===== src/rtl/modinv_helper_invert_update_if.sv =====
// Port bundle for the invert-update helper: start/flags, shared read port and the two write ports.
interface modinv_helper_invert_update_if #(
  parameter int unsigned BUFFER_ADDR_BITS = 4
) ();
  logic                        ena;
  logic                        rdy;
  logic                        u_is_even;
  logic                        v_is_even;
  logic                        u_gt_v;
  logic [BUFFER_ADDR_BITS-1:0] rd_addr;
  logic [31:0]                 u_din;
  logic [31:0]                 v_din;
  logic                        u_wr_en;
  logic [BUFFER_ADDR_BITS-1:0] u_wr_addr;
  logic [31:0]                 u_dout;
  logic                        v_wr_en;
  logic [BUFFER_ADDR_BITS-1:0] v_wr_addr;
  logic [31:0]                 v_dout;
  logic [1:0]                  op;

  modport master (
    output ena, u_is_even, v_is_even, u_gt_v, u_din, v_din,
    input  rdy, rd_addr, u_wr_en, u_wr_addr, u_dout, v_wr_en, v_wr_addr, v_dout, op
  );

  modport slave (
    input  ena, u_is_even, v_is_even, u_gt_v, u_din, v_din,
    output rdy, rd_addr, u_wr_en, u_wr_addr, u_dout, v_wr_en, v_wr_addr, v_dout, op
  );
endinterface


===== src/rtl/modinv_helper_invert_update.sv =====
// One binary-inversion update step on the u/v word buffers (halve or subtract, word-serial, in place).
// Optional MODINV_INVERT_FUSED_HALVE_EN: subtract ops write (a-b)>>1 in one pass, one word later.
module modinv_helper_invert_update #(
  parameter int unsigned BUFFER_NUM_WORDS = 9,
  parameter int unsigned BUFFER_ADDR_BITS = 4
) (
  input logic                          clk,
  input logic                          rst,
  modinv_helper_invert_update_if.slave bus
);

  localparam int unsigned AW = BUFFER_ADDR_BITS;
  localparam int unsigned CW = $clog2(BUFFER_NUM_WORDS + 5);

  localparam logic [0:0] ST_IDLE = 1'b0;
  localparam logic [0:0] ST_BUSY = 1'b1;

  localparam logic [CW-1:0] C_ONE   = CW'(1);
  localparam logic [CW-1:0] C_TWO   = CW'(2);
  localparam logic [CW-1:0] C_N     = CW'(BUFFER_NUM_WORDS);
  localparam logic [CW-1:0] C_DLAST = CW'(BUFFER_NUM_WORDS + 1);
  localparam logic [CW-1:0] C_END   = CW'(BUFFER_NUM_WORDS + 2);
  localparam logic [AW-1:0] A_MSW   = AW'(BUFFER_NUM_WORDS - 1);
`ifdef MODINV_INVERT_FUSED_HALVE_EN
  localparam logic [CW-1:0] C_THREE = CW'(3);
  localparam logic [CW-1:0] C_END_F = CW'(BUFFER_NUM_WORDS + 3);
`endif

  logic [0:0]    state, state_nxt;
  logic [CW-1:0] cnt, cnt_nxt;
  logic [1:0]    op_q, op_nxt;
  logic [AW-1:0] rd_addr_q, rd_addr_nxt;
  logic [AW-1:0] wr_addr_q, wr_addr_nxt;
  logic          cy_q, cy_nxt;
  logic          u_wr_q, u_wr_nxt;
  logic          v_wr_q, v_wr_nxt;
  logic          rdy_q, rdy_nxt;
  logic [31:0]   dout_q, dout_nxt;
`ifdef MODINV_INVERT_FUSED_HALVE_EN
  logic [31:0]   prev_q, prev_nxt;
`endif

  logic [31:0]   a_word, b_word, wr_data;
  logic [32:0]   diff;
  logic          wr_req;
  logic [CW-1:0] wr_idx;
  logic [1:0]    op_sel;

  // Shifts walk MSW->LSW (carry flows down), subtracts walk LSW->MSW (borrow flows up).
  function automatic logic [AW-1:0] word_addr(input logic asc, input logic [CW-1:0] idx);
    return asc ? AW'(idx) : A_MSW - AW'(idx);
  endfunction

  always_comb begin
    state_nxt   = state;
    cnt_nxt     = cnt;
    op_nxt      = op_q;
    rd_addr_nxt = rd_addr_q;
    cy_nxt      = cy_q;
    u_wr_nxt    = 1'b0;
    v_wr_nxt    = 1'b0;
    wr_addr_nxt = wr_addr_q;
    dout_nxt    = dout_q;
    rdy_nxt     = rdy_q;
    wr_req      = 1'b0;
    wr_idx      = '0;
    wr_data     = '0;
    op_sel      = 2'd3;
`ifdef MODINV_INVERT_FUSED_HALVE_EN
    prev_nxt    = prev_q;
`endif

    // op[0] selects the target buffer: 0 -> u, 1 -> v.
    a_word = op_q[0] ? bus.v_din : bus.u_din;
    b_word = op_q[0] ? bus.u_din : bus.v_din;
    diff   = {1'b0, a_word} - {1'b0, b_word} - {32'b0, cy_q};

    if (bus.u_is_even)      op_sel = 2'd0;
    else if (bus.v_is_even) op_sel = 2'd1;
    else if (bus.u_gt_v)    op_sel = 2'd2;

    case (state)
      ST_IDLE: begin
        if (bus.ena) begin
          state_nxt   = ST_BUSY;
          cnt_nxt     = C_ONE;
          op_nxt      = op_sel;
          rdy_nxt     = 1'b0;
          cy_nxt      = 1'b0;
          rd_addr_nxt = word_addr(op_sel[1], '0);
        end
      end
      ST_BUSY: begin
        cnt_nxt = cnt + C_ONE;
        if (cnt < C_N) rd_addr_nxt = word_addr(op_q[1], cnt);
        // Read data for word (cnt-2) is on din this cycle.
        if (cnt >= C_TWO && cnt <= C_DLAST) begin
          if (!op_q[1]) begin
            cy_nxt  = a_word[0];
            wr_req  = 1'b1;
            wr_idx  = cnt - C_TWO;
            wr_data = {cy_q, a_word[31:1]};
          end else begin
            cy_nxt = diff[32];
`ifdef MODINV_INVERT_FUSED_HALVE_EN
            prev_nxt = diff[31:0];
            if (cnt >= C_THREE) begin
              wr_req  = 1'b1;
              wr_idx  = cnt - C_THREE;
              wr_data = {diff[0], prev_q[31:1]};
            end
`else
            wr_req  = 1'b1;
            wr_idx  = cnt - C_TWO;
            wr_data = diff[31:0];
`endif
          end
        end
`ifdef MODINV_INVERT_FUSED_HALVE_EN
        // Flush the halved MSW of the difference.
        if (op_q[1] && cnt == C_END) begin
          wr_req  = 1'b1;
          wr_idx  = C_N - C_ONE;
          wr_data = {1'b0, prev_q[31:1]};
        end
        if (cnt == (op_q[1] ? C_END_F : C_END)) begin
          state_nxt = ST_IDLE;
          rdy_nxt   = 1'b1;
        end
`else
        if (cnt == C_END) begin
          state_nxt = ST_IDLE;
          rdy_nxt   = 1'b1;
        end
`endif
        if (wr_req) begin
          u_wr_nxt    = ~op_q[0];
          v_wr_nxt    = op_q[0];
          wr_addr_nxt = word_addr(op_q[1], wr_idx);
          dout_nxt    = wr_data;
        end
      end
    endcase
  end

  always_ff @(posedge clk) begin
    if (rst) begin
      state     <= ST_IDLE;
      cnt       <= '0;
      op_q      <= '0;
      rd_addr_q <= '0;
      wr_addr_q <= '0;
      cy_q      <= 1'b0;
      u_wr_q    <= 1'b0;
      v_wr_q    <= 1'b0;
      rdy_q     <= 1'b1;
      dout_q    <= '0;
`ifdef MODINV_INVERT_FUSED_HALVE_EN
      prev_q    <= '0;
`endif
    end else begin
      state     <= state_nxt;
      cnt       <= cnt_nxt;
      op_q      <= op_nxt;
      rd_addr_q <= rd_addr_nxt;
      wr_addr_q <= wr_addr_nxt;
      cy_q      <= cy_nxt;
      u_wr_q    <= u_wr_nxt;
      v_wr_q    <= v_wr_nxt;
      rdy_q     <= rdy_nxt;
      dout_q    <= dout_nxt;
`ifdef MODINV_INVERT_FUSED_HALVE_EN
      prev_q    <= prev_nxt;
`endif
    end
  end

  assign bus.rdy       = rdy_q;
  assign bus.op        = op_q;
  assign bus.rd_addr   = rd_addr_q;
  assign bus.u_wr_en   = u_wr_q;
  assign bus.v_wr_en   = v_wr_q;
  assign bus.u_wr_addr = wr_addr_q;
  assign bus.v_wr_addr = wr_addr_q;
  assign bus.u_dout    = dout_q;
  assign bus.v_dout    = dout_q;

endmodule


===== src/flat_wrapper.sv =====
// flat-port wrapper written by rule: the top's interface ports become plain ports
module modinv_helper_invert_update_flat 
#(
  parameter int unsigned BUFFER_NUM_WORDS = 9,
  parameter int unsigned BUFFER_ADDR_BITS = 4
)
  (clk, rst, bus_ena, bus_u_is_even, bus_v_is_even, bus_u_gt_v, bus_u_din, bus_v_din, bus_rdy, bus_rd_addr, bus_u_wr_en, bus_u_wr_addr, bus_u_dout, bus_v_wr_en, bus_v_wr_addr, bus_v_dout, bus_op);
  modinv_helper_invert_update_if #(.BUFFER_ADDR_BITS(BUFFER_ADDR_BITS)) bus_i ();
  input logic clk;
  input logic rst;
  input wire logic [$bits(bus_i.ena)-1:0] bus_ena;
  input wire logic [$bits(bus_i.u_is_even)-1:0] bus_u_is_even;
  input wire logic [$bits(bus_i.v_is_even)-1:0] bus_v_is_even;
  input wire logic [$bits(bus_i.u_gt_v)-1:0] bus_u_gt_v;
  input wire logic [$bits(bus_i.u_din)-1:0] bus_u_din;
  input wire logic [$bits(bus_i.v_din)-1:0] bus_v_din;
  output wire logic [$bits(bus_i.rdy)-1:0] bus_rdy;
  output wire logic [$bits(bus_i.rd_addr)-1:0] bus_rd_addr;
  output wire logic [$bits(bus_i.u_wr_en)-1:0] bus_u_wr_en;
  output wire logic [$bits(bus_i.u_wr_addr)-1:0] bus_u_wr_addr;
  output wire logic [$bits(bus_i.u_dout)-1:0] bus_u_dout;
  output wire logic [$bits(bus_i.v_wr_en)-1:0] bus_v_wr_en;
  output wire logic [$bits(bus_i.v_wr_addr)-1:0] bus_v_wr_addr;
  output wire logic [$bits(bus_i.v_dout)-1:0] bus_v_dout;
  output wire logic [$bits(bus_i.op)-1:0] bus_op;
  assign bus_i.ena = bus_ena;
  assign bus_i.u_is_even = bus_u_is_even;
  assign bus_i.v_is_even = bus_v_is_even;
  assign bus_i.u_gt_v = bus_u_gt_v;
  assign bus_i.u_din = bus_u_din;
  assign bus_i.v_din = bus_v_din;
  assign bus_rdy = bus_i.rdy;
  assign bus_rd_addr = bus_i.rd_addr;
  assign bus_u_wr_en = bus_i.u_wr_en;
  assign bus_u_wr_addr = bus_i.u_wr_addr;
  assign bus_u_dout = bus_i.u_dout;
  assign bus_v_wr_en = bus_i.v_wr_en;
  assign bus_v_wr_addr = bus_i.v_wr_addr;
  assign bus_v_dout = bus_i.v_dout;
  assign bus_op = bus_i.op;
  modinv_helper_invert_update #(.BUFFER_NUM_WORDS(BUFFER_NUM_WORDS), .BUFFER_ADDR_BITS(BUFFER_ADDR_BITS)) u_core (.clk(clk), .rst(rst), .bus(bus_i));
endmodule

===== config.mk =====
export PLATFORM = sky130hd
export DESIGN_NAME = modinv_helper_invert_update_flat
export DESIGN_NICKNAME = d
export VERILOG_FILES = /design/src/rtl/modinv_helper_invert_update_if.sv /design/src/rtl/modinv_helper_invert_update.sv /design/src/flat_wrapper.sv
export SDC_FILE = /design/constraint.sdc
export NUM_CORES = 1
export LEC_CHECK = 0
export ABC_AREA = 1
export CORE_MARGIN = 5
export CORE_UTILIZATION = 52
export CTS_CLUSTER_DIAMETER = 80
export CTS_CLUSTER_SIZE = 10
export DETAILED_ROUTE_END_ITERATION = 6
export PLACE_DENSITY = 0.83
export SYNTH_ARGS = -nofsm -noshare
export SYNTH_HDL_FRONTEND = slang
export SYNTH_SLANG_ARGS = --single-unit

===== constraint.sdc =====
create_clock -name clk -period 4.2 [get_ports clk]
set_clock_uncertainty 0.1 [all_clocks]
set_input_delay 0.42 -clock clk [delete_from_list [all_inputs] [get_ports clk]]
set_output_delay 0.42 -clock clk [all_outputs]
set_load 0.05 [all_outputs]

After elaboration in Yosys (flattened, before gate mapping):

Index checks and enable logic that the tools add are counted.

* bits of input ports: 70
* output and inout port bits: 81
* register bits: 51
* word-level logic and storage cells: 62

* order comparisons: 3
* bitwise operators: 3
* reductions and logical operators: 7
* add/subtract/negate cells: 6
* equality and inequality tests: 5
* muxes and demuxes: 28

Operator list (number)
* 32-bit 2-to-1 mux: 4
* 32-bit by 32-bit subtractor with 33-bit output: 1
* 33-bit by 1-bit subtractor with 33-bit output: 1
* 4-bit 2-to-1 mux: 8
* 4-bit case mux with 2 select lines: 2
* 2-bit AND reduction: 5
* 1-bit 2-to-1 mux: 9
* 2-bit != test (second input constant): 4
* 4-bit subtractor (first input constant): 2
* 1-bit case mux with 2 select lines: 3
* 4-bit by 1-bit adder with 4-bit output (second input constant): 1
* 4-bit equality test (second input constant): 1
* 4-bit by 2-bit >= comparator with 1-bit output (second input constant): 1
* 4-bit <= comparator (second input constant): 1
* 4-bit < comparator (second input constant): 1
* 2-bit 2-to-1 mux: 2
* 4-bit by 2-bit subtractor with 4-bit output (second input constant): 1
* 1-bit NOT: 3
* 3-bit OR reduction: 1
* 1-bit logical AND: 1

Longest topological paths before layout:

* depth in word-level cells: 6
* depth in mapped cells: 23

Worst setup path after synthesis:

OpenSTA, ideal clock, no wires.

* path type: reg2reg
* start: register u_core.op_q[0], in the netlist u_core.bus.op[0]
* end: register u_core.cy_q
* arrival: 3168 ps
* cell stages (with the launch flop): 22
* path buffers: 4
* period minus slack after synthesis: 3381 ps
* slack: 819 ps
* cell sequence: dfxtp_1 > buf_6 > buf_2 > buf_2 > clkbuf_1 > nand2_1 > o21ai_0 > fa_1 > inv_1 > fa_1 > nand2_1 > inv_1 > o21bai_1 > nand2_1 > nand2_1 > nand2_1 > nand2_1 > nand4_1 > nand3_1 > nand3_1 > nand2_1 > nand2_1

* longest elaborated chain between the ends: 6
* elaborated cells between the ends (all ways): 7
* those cells by class: add/sub (2); mux (5)

Ends and longest elaborated chain
* start, declared: RTL line modinv_helper_invert_update.sv:31 `logic [1:0] op_q, op_nxt;`
* start signal, assigned: RTL line modinv_helper_invert_update.sv:164 `op_q <= op_nxt;`
* 32-bit 2-to-1 mux, on equally long branches: RTL line modinv_helper_invert_update.sv:74, modinv_helper_invert_update.sv:75
* 32-bit by 32-bit subtractor with 33-bit output: RTL line modinv_helper_invert_update.sv:76 `diff = {1'b0, a_word} - {1'b0, b_word} - {32'b0, cy_q};`
* 33-bit by 1-bit subtractor with 33-bit output: RTL line modinv_helper_invert_update.sv:76
* 1-bit 2-to-1 mux (*): RTL line modinv_helper_invert_update.sv:98 `if (!op_q[1]) begin`
* 1-bit 2-to-1 mux (*): RTL line modinv_helper_invert_update.sv:97 `if (cnt >= C_TWO && cnt <= C_DLAST) begin`
* 1-bit case mux with 2 select lines (*): RTL line modinv_helper_invert_update.sv:82 `case (state)`
* end signal, assigned: RTL line modinv_helper_invert_update.sv:167 `cy_q <= cy_nxt;`
* end, declared: RTL line modinv_helper_invert_update.sv:34 `logic cy_q, cy_nxt;`

Every way passes the cells marked *; elsewhere a longest branch is shown, timed or not. The select of a mux whose other input is x is not followed.
A chain may end at the register's enable or synchronous reset.

Worst setup path in the final report:

* start: register u_core.op_q[0], in the netlist u_core.bus.op[0]
* end: register u_core.dout_q[19], in the netlist u_core.bus.u_dout[19]

* longest elaborated chain between the ends: 5
* elaborated cells between the ends (all ways): 6
* those cells by class: add/sub (2); mux (4)

Ends and longest elaborated chain
* 32-bit 2-to-1 mux, on equally long branches: RTL line modinv_helper_invert_update.sv:74, modinv_helper_invert_update.sv:75
* 32-bit by 32-bit subtractor with 33-bit output: RTL line modinv_helper_invert_update.sv:76
* 33-bit by 1-bit subtractor with 33-bit output: RTL line modinv_helper_invert_update.sv:76
* 32-bit 2-to-1 mux (*): RTL line modinv_helper_invert_update.sv:98
* 32-bit 2-to-1 mux (*): RTL line modinv_helper_invert_update.sv:97
* end signal, assigned: RTL line modinv_helper_invert_update.sv:171 `dout_q <= dout_nxt;`
* end, declared: RTL line modinv_helper_invert_update.sv:38 `logic [31:0] dout_q, dout_nxt;`

Every way passes the cells marked *; elsewhere a longest branch is shown, timed or not.

==> flow_summary.yaml <==
outcome:
  status: "finished clean"
setup_path:
  r2r_end: "u_core.bus.u_dout[19]$_SDFFE_PP0P_"
  cp-end-kind: "flip-flop"
  r2r-start: "u_core.bus.op[0]$_SDFFE_PP0P_"
  path_class: "reg -> reg"
  cp.arrival_ns: 3.39
  critPathMaxFanout: 60
  required_ns: 4.28
  reg2reg_slack_ns: 0.89
  startpoint_type: "flip-flop"
  worst_r2r_path_depth: 17
floorplan:
  die_area_mm2: 0.0142
  start_util: 0.524
  rows: 40
  num_io_pins: 151
  die_h_um: 119
  core_area_mm2: 0.0119
  fp.dieW_um: 119
min_path:
  whs_endpoint: "u_core.bus.rd_addr[1]$_SDFFE_PP0P_"
  whs_path_depth: 2
  min_from: "u_core.bus.rd_addr[1]$_SDFFE_PP0P_"
  hp-class: "reg -> reg"
yosys:
  synth_seq_area_share: 0.164
  synthDistinctLibCells: 41
  synth_simple_gate_area_frac: 0.302
  synth_top_family_by_area: "simple AND/OR/NAND/NOR gates"
  synth_fa_ha_area_frac: 0.141
  synth_area_per_cell_um2: 5.91
  synthesis.area_mm2: 0.00621
  yosys_warnings: 0
  syn_nets: 1190
  synthMuxAreaShare: 0
  synth_compound_area_frac: 0.191
  synth_xor_area_frac: 0.0226
  postSynthCellCount: 1051
  synthFlopType: "dfxtp_1"
  synth_edf_count: 0
  synthArstFlopShare: 0
  synth-seq-cells: 51
clocking:
  hold_buffers: 0
  clkTransAtPathRegs_ns: 0.08
  cts_sinks: 51
  cts_buffers: 5
  clk_path_buf_depth: 2
  insertion_delay_ns: 0.30
  post_cts_buffers: 0
  cts_tree: "done"
  htree_num_levels: 2
  post_cts_resized: 0
  cts_root_buffer: "clkbuf_16"
route:
  num_vias: 6717
  avgViaCountPerCell: 5.20
  wl_um: 17900
  wl_per_cell_um: 13.9
  postRouteAntennaNets: 0
  drt-initial-drc-count: 543
  firstDrtPassIters: 5
  drc: 0
sta:
  hold_viol: 0
  rsz0062_at_grt: "false"
  fmax_mhz: 302
  relSlewSlack: 0.452
  setup_tns_ns: 0
  whs_ns: 0.366
  fin_crit_sh: 0.788
  tightest_slew_ns: 0.821
  fin_crit_ns: 3.31
  setup_viol_count_final: 0
  finalMaxSlewViolations: 0
global_routing:
  grt_util_met2: 0.427
  grt_max_degree: 61
  grt_pass1_wl_um: 29200
  overflow: 0
  grt_usage: 0.245
  met3_usage: 0.0294
  grt-busiest-layer: "met2"
  grt_pass1_vias: 6183
  antenna_found_initial: 0
  grtUsageMet1: 0.325
layout:
  register_area_mm2: 0.00102
  layout_common_cells: "nand2_1 (277), inv_1 (171), clkdlybuf4s50_1 (150)"
  diodes: 0
  final_cells: 1291
  nets: 1282
  multi_input_area_mm2: 0.00408
  layout_commonest_cell: "nand2_1"
  fin_util: 0.647
  area_growth_pct: 23.5
  fillers: 1157
  drive_above_1_share: 0.0524
placement:
  dp_hpwl_um: 14400
  dp.cells: 1283
  place_congestion: 0.972
  io_buffer_count: 150
job:
  drv_cap: 0
power_and_ir_drop:
  power_per_cell_area_mw_per_mm2: 302
  ir_drop_v: 0.000161
  p_leak_nw: 3.58
==> sequential cells by signal, summed over array words and instances (netlist names) <==
| register | flops |
|---|---|
| u_core.bus.u_dout | 32 |
| u_core.state | 1 |
| u_core.bus.u_wr_en | 1 |
| u_core.bus.op | 2 |
| u_core.cnt | 4 |
| u_core.bus.rdy | 1 |
| u_core.bus.v_wr_en | 1 |
| u_core.cy_q | 1 |
| u_core.bus.rd_addr | 4 |
| u_core.bus.u_wr_addr | 4 |
==> kinds of logic (layout without fill, tap and decap cells) <==
kind of cell    Yosys count  in the layout
xor+xnor                 16             16
simple gates            441            441
compound gates          226            226
flops                    51             51
buf+inv                 248            341
fa+ha+maj                69             69
==> cells in the mapped netlist (2+ instances only) <==
cell type / number / area, µm²
nand2_1: 277 / 1040
inv_1: 171 / 642
o21ai_0: 103 / 515
a21oi_1: 98 / 490
nor2_1: 68 / 255
ha_1: 67 / 838
dfxtp_1: 51 / 1020
nand3_1: 41 / 205
buf_4: 37 / 278
nand2_2: 17 / 106
xor2_1: 15 / 131
clkbuf_1: 14 / 52.6
buf_2: 12 / 60.1
nand4_1: 11 / 68.8
nor2_2: 8 / 50.1
o21bai_1: 8 / 60.1
buf_1: 5 / 18.8
inv_2: 5 / 18.8
nor3_1: 5 / 25.0
o21ai_1: 5 / 25.0
a21oi_2: 4 / 35.0
buf_6: 3 / 33.8
o211ai_1: 3 / 22.5
a211oi_1: 2 / 15.0
and2_1: 2 / 12.5
fa_1: 2 / 40.0
nor3_2: 2 / 20.0
or2_2: 2 / 12.5
==> per-layer routing <==
metal,vias to the layer above,share of wire
li1,3490,-
met1,3005,0.46
met2,203,0.47
met3,19,0.064
met4,0,0.013
met5,-,0
==> report_power, final <==
part	switching [mW]	internal [mW]	total [mW]
Combinational	0.867	0.472	1.34
Clock	0.225	0.229	0.453
Sequential	0.0238	0.502	0.526
==> worst max path at each step <==
| stage | from | end | slack, ns | cells after the start |
|---|---|---|---|---|
| after floorplan | u_core.bus.op[0]$_SDFFE_PP0P_ | u_core.cy_q$_SDFFE_PP0P_ | 0.82 | 21 |
| after global placement | bus_u_din[0] | u_core.cy_q$_SDFFE_PP0P_ | 0.84 | 18 |
| after detailed placement | bus_u_din[0] | u_core.cy_q$_SDFFE_PP0P_ | 0.82 | 18 |
| after CTS | u_core.bus.op[0]$_SDFFE_PP0P_ | u_core.cy_q$_SDFFE_PP0P_ | 0.90 | 17 |
| after global routing | u_core.bus.op[0]$_SDFFE_PP0P_ | u_core.cy_q$_SDFFE_PP0P_ | 0.57 | 17 |
| final | u_core.bus.op[0]$_SDFFE_PP0P_ | u_core.bus.u_dout[19]$_SDFFE_PP0P_ | 0.89 | 17 |
==> layout make-up <==
cell class              instances  area share
well taps                     147      0.0240
clock inverters                 3     0.00375
inverters                     177      0.0869
repair buffers                156       0.203
clock buffers                   5      0.0163
multi-input cells             752       0.532
flip-flops and latches         51       0.134
==> worst max-delay path, stage by stage, from the launching register on <==
cell and delay, ns:
dfxtp_4 0.70, buf_12 0.27, o21ai_0 0.17, ha_1 0.30, inv_1 0.04, ha_1 0.38
nand2_2 0.15, inv_1 0.05, nand2_1 0.06, nand2_1 0.10, a21oi_1 0.15, nand2_1 0.18
nand2_1 0.10, nand2_1 0.07, nand2_1 0.07, nand2_1 0.04, o21ai_0 0.16, a21oi_1 0.08
==> through the flow <==
step	setup slack [ns]	total power, mW	cell area (µm²)
detailed placement	0.817	1.86	7520
floorplan	0.819	1.51	6210
finish	0.891	2.32	7670
global route	0.573	2.51	7670
CTS	0.902	2.32	7670
global placement	0.840	1.86	7520
Note: power is estimated with default switching activity, not from simulation.
